## src/rtl/scoreboard_decoder.sv

```systemverilog
// rtl/scoreboard_decoder.sv - debounced two-digit 7-segment score decoder with score-change event FIFO
module scoreboard_decoder #(
    parameter int STABLE_CYCLES = 4,
    parameter int FIFO_DEPTH    = 4
) (
    input  logic       clk_1khz_i,
    input  logic       rst_i,
    input  logic [6:0] seg_tens_i,
    input  logic [6:0] seg_ones_i,
    input  logic       evt_ready_i,
    output logic       evt_valid_o,
    output logic [6:0] evt_score_o,
    output logic       evt_up_o,
    output logic [6:0] score_o,
    output logic       err_invalid_o,
    output logic       overflow_o
);

    localparam int           AW       = $clog2(FIFO_DEPTH);
    localparam logic [3:0]   STABLE   = 4'(STABLE_CYCLES);
    localparam logic [AW:0]  CNT_FULL = (AW+1)'(FIFO_DEPTH);
    localparam logic [13:0]  SAMPLE_RST = {7'h00, 7'h3F};

    // Returns {valid, digit}; a blank tens digit is leading-zero suppression.
    function automatic logic [4:0] decode_digit(input logic [6:0] seg, input logic blank_ok);
        case (seg)
            7'h3F:   decode_digit = {1'b1, 4'd0};
            7'h06:   decode_digit = {1'b1, 4'd1};
            7'h5B:   decode_digit = {1'b1, 4'd2};
            7'h4F:   decode_digit = {1'b1, 4'd3};
            7'h66:   decode_digit = {1'b1, 4'd4};
            7'h6D:   decode_digit = {1'b1, 4'd5};
            7'h7D:   decode_digit = {1'b1, 4'd6};
            7'h07:   decode_digit = {1'b1, 4'd7};
            7'h7F:   decode_digit = {1'b1, 4'd8};
            7'h6F:   decode_digit = {1'b1, 4'd9};
            7'h00:   decode_digit = {blank_ok, 4'd0};
            default: decode_digit = 5'd0;
        endcase
    endfunction

    logic [13:0]  sample_q;
    logic [3:0]   run_cnt_q;
    logic [6:0]   score_q;
    logic         err_q;
    logic         ovf_q;
    logic [7:0]   mem [FIFO_DEPTH];
    logic [AW-1:0] wr_ptr_q;
    logic [AW-1:0] rd_ptr_q;
    logic [AW:0]  count_q;

    logic        same;
    logic        accept;
    logic [4:0]  tens_dec;
    logic [4:0]  ones_dec;
    logic        pat_valid;
    logic [6:0]  value;
    logic        push;
    logic        pop;
    logic        full;
    logic        do_push;

    always_comb begin
        same      = ({seg_tens_i, seg_ones_i} == sample_q);
        accept    = same && (run_cnt_q == STABLE - 4'd1);
        tens_dec  = decode_digit(sample_q[13:7], 1'b1);
        ones_dec  = decode_digit(sample_q[6:0], 1'b0);
        pat_valid = tens_dec[4] && ones_dec[4];
        value     = 7'(tens_dec[3:0]) * 7'd10 + 7'(ones_dec[3:0]);
        full      = (count_q == CNT_FULL);
        pop       = evt_valid_o && evt_ready_i;
        push      = accept && pat_valid && (value != score_q);
        // A full FIFO still accepts a push when the head leaves on the same edge.
        do_push   = push && (!full || pop);
    end

    always_ff @(posedge clk_1khz_i or posedge rst_i) begin
        if (rst_i) begin
            sample_q  <= SAMPLE_RST;
            run_cnt_q <= STABLE;
            score_q   <= 7'd0;
            err_q     <= 1'b0;
            ovf_q     <= 1'b0;
            wr_ptr_q  <= '0;
            rd_ptr_q  <= '0;
            count_q   <= '0;
        end else begin
            sample_q <= {seg_tens_i, seg_ones_i};
            if (!same)
                run_cnt_q <= 4'd0;
            else if (run_cnt_q != STABLE)
                run_cnt_q <= run_cnt_q + 4'd1;
            err_q <= accept && !pat_valid;
            if (accept && pat_valid)
                score_q <= value;
            if (push && !do_push)
                ovf_q <= 1'b1;
            if (do_push)
                wr_ptr_q <= wr_ptr_q + 1'b1;
            if (pop)
                rd_ptr_q <= rd_ptr_q + 1'b1;
            if (do_push && !pop)
                count_q <= count_q + 1'b1;
            else if (!do_push && pop)
                count_q <= count_q - 1'b1;
        end
    end

    always_ff @(posedge clk_1khz_i) begin
        if (do_push)
            mem[wr_ptr_q] <= {(value > score_q), value};
    end

    always_comb begin
        evt_valid_o   = (count_q != '0);
        evt_score_o   = evt_valid_o ? mem[rd_ptr_q][6:0] : 7'd0;
        evt_up_o      = evt_valid_o ? mem[rd_ptr_q][7] : 1'b0;
        score_o       = score_q;
        err_invalid_o = err_q;
        overflow_o    = ovf_q;
    end

endmodule

```

## config.mk

```make
export PLATFORM = sky130hd
export DESIGN_NAME = scoreboard_decoder
export DESIGN_NICKNAME = d
export VERILOG_FILES = /design/src/rtl/scoreboard_decoder.sv
export SDC_FILE = /design/constraint.sdc
export NUM_CORES = 1
export LEC_CHECK = 0
export CORE_AREA = 4 4 85 87
export DETAILED_ROUTE_END_ITERATION = 8
export DIE_AREA = 0 0 89 91
export PLACE_DENSITY = 0.78
export SYNTH_ARGS = -nofsm -noshare
export SYNTH_HDL_FRONTEND = slang
export SYNTH_SLANG_ARGS = --single-unit
```

## constraint.sdc

```tcl
create_clock -name clk_1khz_i -period 5.49 [get_ports clk_1khz_i]
set_clock_uncertainty 0.05 [all_clocks]
set_input_delay 1.647 -clock clk_1khz_i [delete_from_list [all_inputs] [get_ports clk_1khz_i]]
set_output_delay 1.647 -clock clk_1khz_i [all_outputs]
set_load 0.01 [all_outputs]
```

==> metrics.csv <==
metric,value,unit
irDropWorstVdd,0.000178,V
area_growth_syn_to_layout,15.3,%
vias_per_cell,5.63,
nNetsFinal,347,
syn_area,0.00359,mm2
dieArea,0.00810,mm2
cp.required,5690,ps
core_area,0.00635,mm2
numPortBuffers,34,
h-tree-depth,3,
finalCritPeriodShare,94.5,%
drtIter0Drc,83,
synth_cell_type_count,59,
r2r-end,count_q[2],
cp.arrival,5390,ps
reg2regPathDepth,19,
crit_start,sample_q[10],
n_fill_cell,485,
path_max_fanout,9,
endpoint,count_q[2],
critPathLaunchType,flip-flop,
syn_nets,317,
power_density,250,mW/mm2
min_period,5190,ps
synth_top_area_cell,edfxtp_1,
drive_above_1_share,16.0,%
cp-end-kind,flip-flop,
status,"complete, no violations",
synth-edff-count,32,
crit_slowest_cell,or4_4,
clkTransAtPathRegs,70,ps
clock_latency,330,ps
clockRootBuffer,clkbuf_8,
rsz0062_at_grt,false,
maxCapViolCount,0,
start_util,56.5,%
synthTopCellsByCount,"edfxtp_1 (32), dfrtp_1 (27), ha_1 (20), inv_1 (20), xor2_1 (16)",
synth.avg_cell_area,13.0,um2
critPathMaxStageDelay,580,ps
rows,29,
synth_top_area_share,26.8,%
hold_class,reg -> reg,
grt_use_met2,30.4,%
synth-seq-cells,66,
crit_chain,or4_4 -> mux2i_1 -> nand3_1 -> o41ai_1 -> ha_1 -> ha_1 -> a21oi_1 -> nand3b_1 -> xnor3_1 -> ha_1 -> and4_1 -> nand4_1 -> and4b_1 -> ha_1 -> inv_1 -> fa_1 -> xor2_1 -> nor2_1 -> xor2_1,
regToRegSetupSlack,300,ps
relSlewSlack,54.4,%
crit_top_cell,ha_1,
first_global_vias,2278,
power,1.03,mW
grt_max_degree,35,
dieHeight,91,um
cts_made_buffers,9,
post_drt_wl_per_cell,16.3,um
grt.overflow.total,0,
tightest_slew,675,ps
grtUsageMet1,20.0,%
postCtsHoldBufs,0,
worst-setup-path-type,reg -> reg,
drc,0,
postRouteAntennaNets,0,
yosysMostFrequentCell,edfxtp_1,
dp_hpwl,4770,um
synth_flop_cell,edfxtp_1,
grt.total_usage,17.0,%
top_usage_layer,met2,
p_leak,1.73,nW
grt.met3_usage,2.99,%
floorplan.io_pins,35,
report.final.slew_viol_count,0,
antenna_found_initial,0,
grt_pass1_wl,10500,um
tns,0,ps
max_freq,193,MHz
cts_max_path_buffers,2,
netlist_instances,277,
cts_tree,done,
synth_warnings,0,
wl,6340,um
cts_sinks,66,
post-cts-setup-buffer-count,0,
finalSetupViolations,0,
synthTopCellsByArea,"edfxtp_1 (27%), dfrtp_1 (19%), ha_1 (7.0%)",
ctsResizeCount,0,
vias,2192,
die_w,89,um
async_reset_ff_share,51.5,%
antenna_cells,0,
dr.pass1.iters,4,
gp_congestion,0.813,
seq_area_frac_synth,50.7,%
hold_viol,0,
r2r_start,sample_q[10],
[critical path: cells and delay by family, from the launching register on]
kind	cells	cell delay, ps
AND/OR/NAND/NOR	7	1650
AO/OA/AOI/OAI	2	370
buffers and inverters	1	60
XOR/XNOR	3	720
flip-flops	1	490
adder cells (fa/ha/maj)	5	1610
multiplexers	1	180
[how the worst min path moves through the flow]
stage                from         end  cells past startpoint
5_1_grt        overflow_o  overflow_o                      1
3_5_place_dp   count_q[2]  count_q[2]                      1
4_1_cts        count_q[2]  count_q[2]                      1
2_1_floorplan  count_q[2]  count_q[2]                      1
6_report       overflow_o  overflow_o                      1
3_3_place_gp   count_q[2]  count_q[2]                      1
[logic make-up after synthesis]
group	count (synthesis)	synth area share (%)
AOI/OAI and AO/OA	33	6.55
xor gates and xnor gates	27	6.97
adders and majority gates	23	8.64
buffers and inverters	36	4.95
DFF	66	50.7
muxes	20	8.75
and+or+nand+nor	72	13.4
[cell type report]
| type | instances | area (um2) | share of cell area, % |
|---|---|---|---|
| clock buffers | 10 | 128 | 3.08 |
| inverters | 20 | 75.1 | 1.81 |
| clock inverters | 6 | 81.3 | 1.96 |
| flip-flops and latches | 66 | 1820 | 44.0 |
| repair buffers | 35 | 348 | 8.40 |
| multi-input cells | 175 | 1590 | 38.4 |
| well taps | 77 | 96.3 | 2.33 |
[report_power, final]
group	leakage (nW)	internal (mW)	switching (mW)	total (mW)
Clock	0.104	0.253	0.178	0.430
Combinational	0.870	0.0310	0.0320	0.0629
Sequential	0.752	0.526	0.0140	0.540
[through the flow]
stage	util, %	cells	instance area (um2)	worst slack [ps]	hold slack, ps
6_report	65.2	389	4140	300	459
5_1_grt	65.2	389	4140	44.6	484
4_1_cts	65.2	389	4140	328	459
3_5_place_dp	61.9	373	3930	359	447
3_3_place_gp	61.9	373	3930	546	414
2_1_floorplan	-	277	3590	766	399
[per-layer routing]
| layer | wire length, um | part of all wire, % |
|---|---|---|
| met1 | 2600 | 41 |
| met2 | 3430 | 54 |
| met3 | 250 | 3.9 |
| met4 | 59 | 0.93 |
| met5 | 0 | 0 |
[cell usage in the layout, fill, tap and decap left out, drive strengths merged, types with 3 or more instances in the layout]
cell           instances
ha                    20
or4                    3
clkinv                 3
inv                   20
mux4                   8
dfrtp                 27
fa                     3
nor4                   4
nand4                  3
dfstp                  7
o21ai                  8
xnor2                 10
clkdlybuf4s50         34
mux2                   8
a21oi                  4
nand3                  9
nand2                  5
nor2b                  3
o21a                   4
clkbuf                10
nand2b                 3
nand3b                 3
mux2i                  4
and2                  12
edfxtp                32
nor3                   4
xor2                  16
nor2                  12
[registers in the layout, indices dropped and copies added, names as in the netlist]
register       cells
mem               32
sample_q          14
score_o            7
run_cnt_q          4
count_q            3
rd_ptr_q           2
wr_ptr_q           2
err_invalid_o      1
overflow_o         1
(Power assumes the default switching activity.)
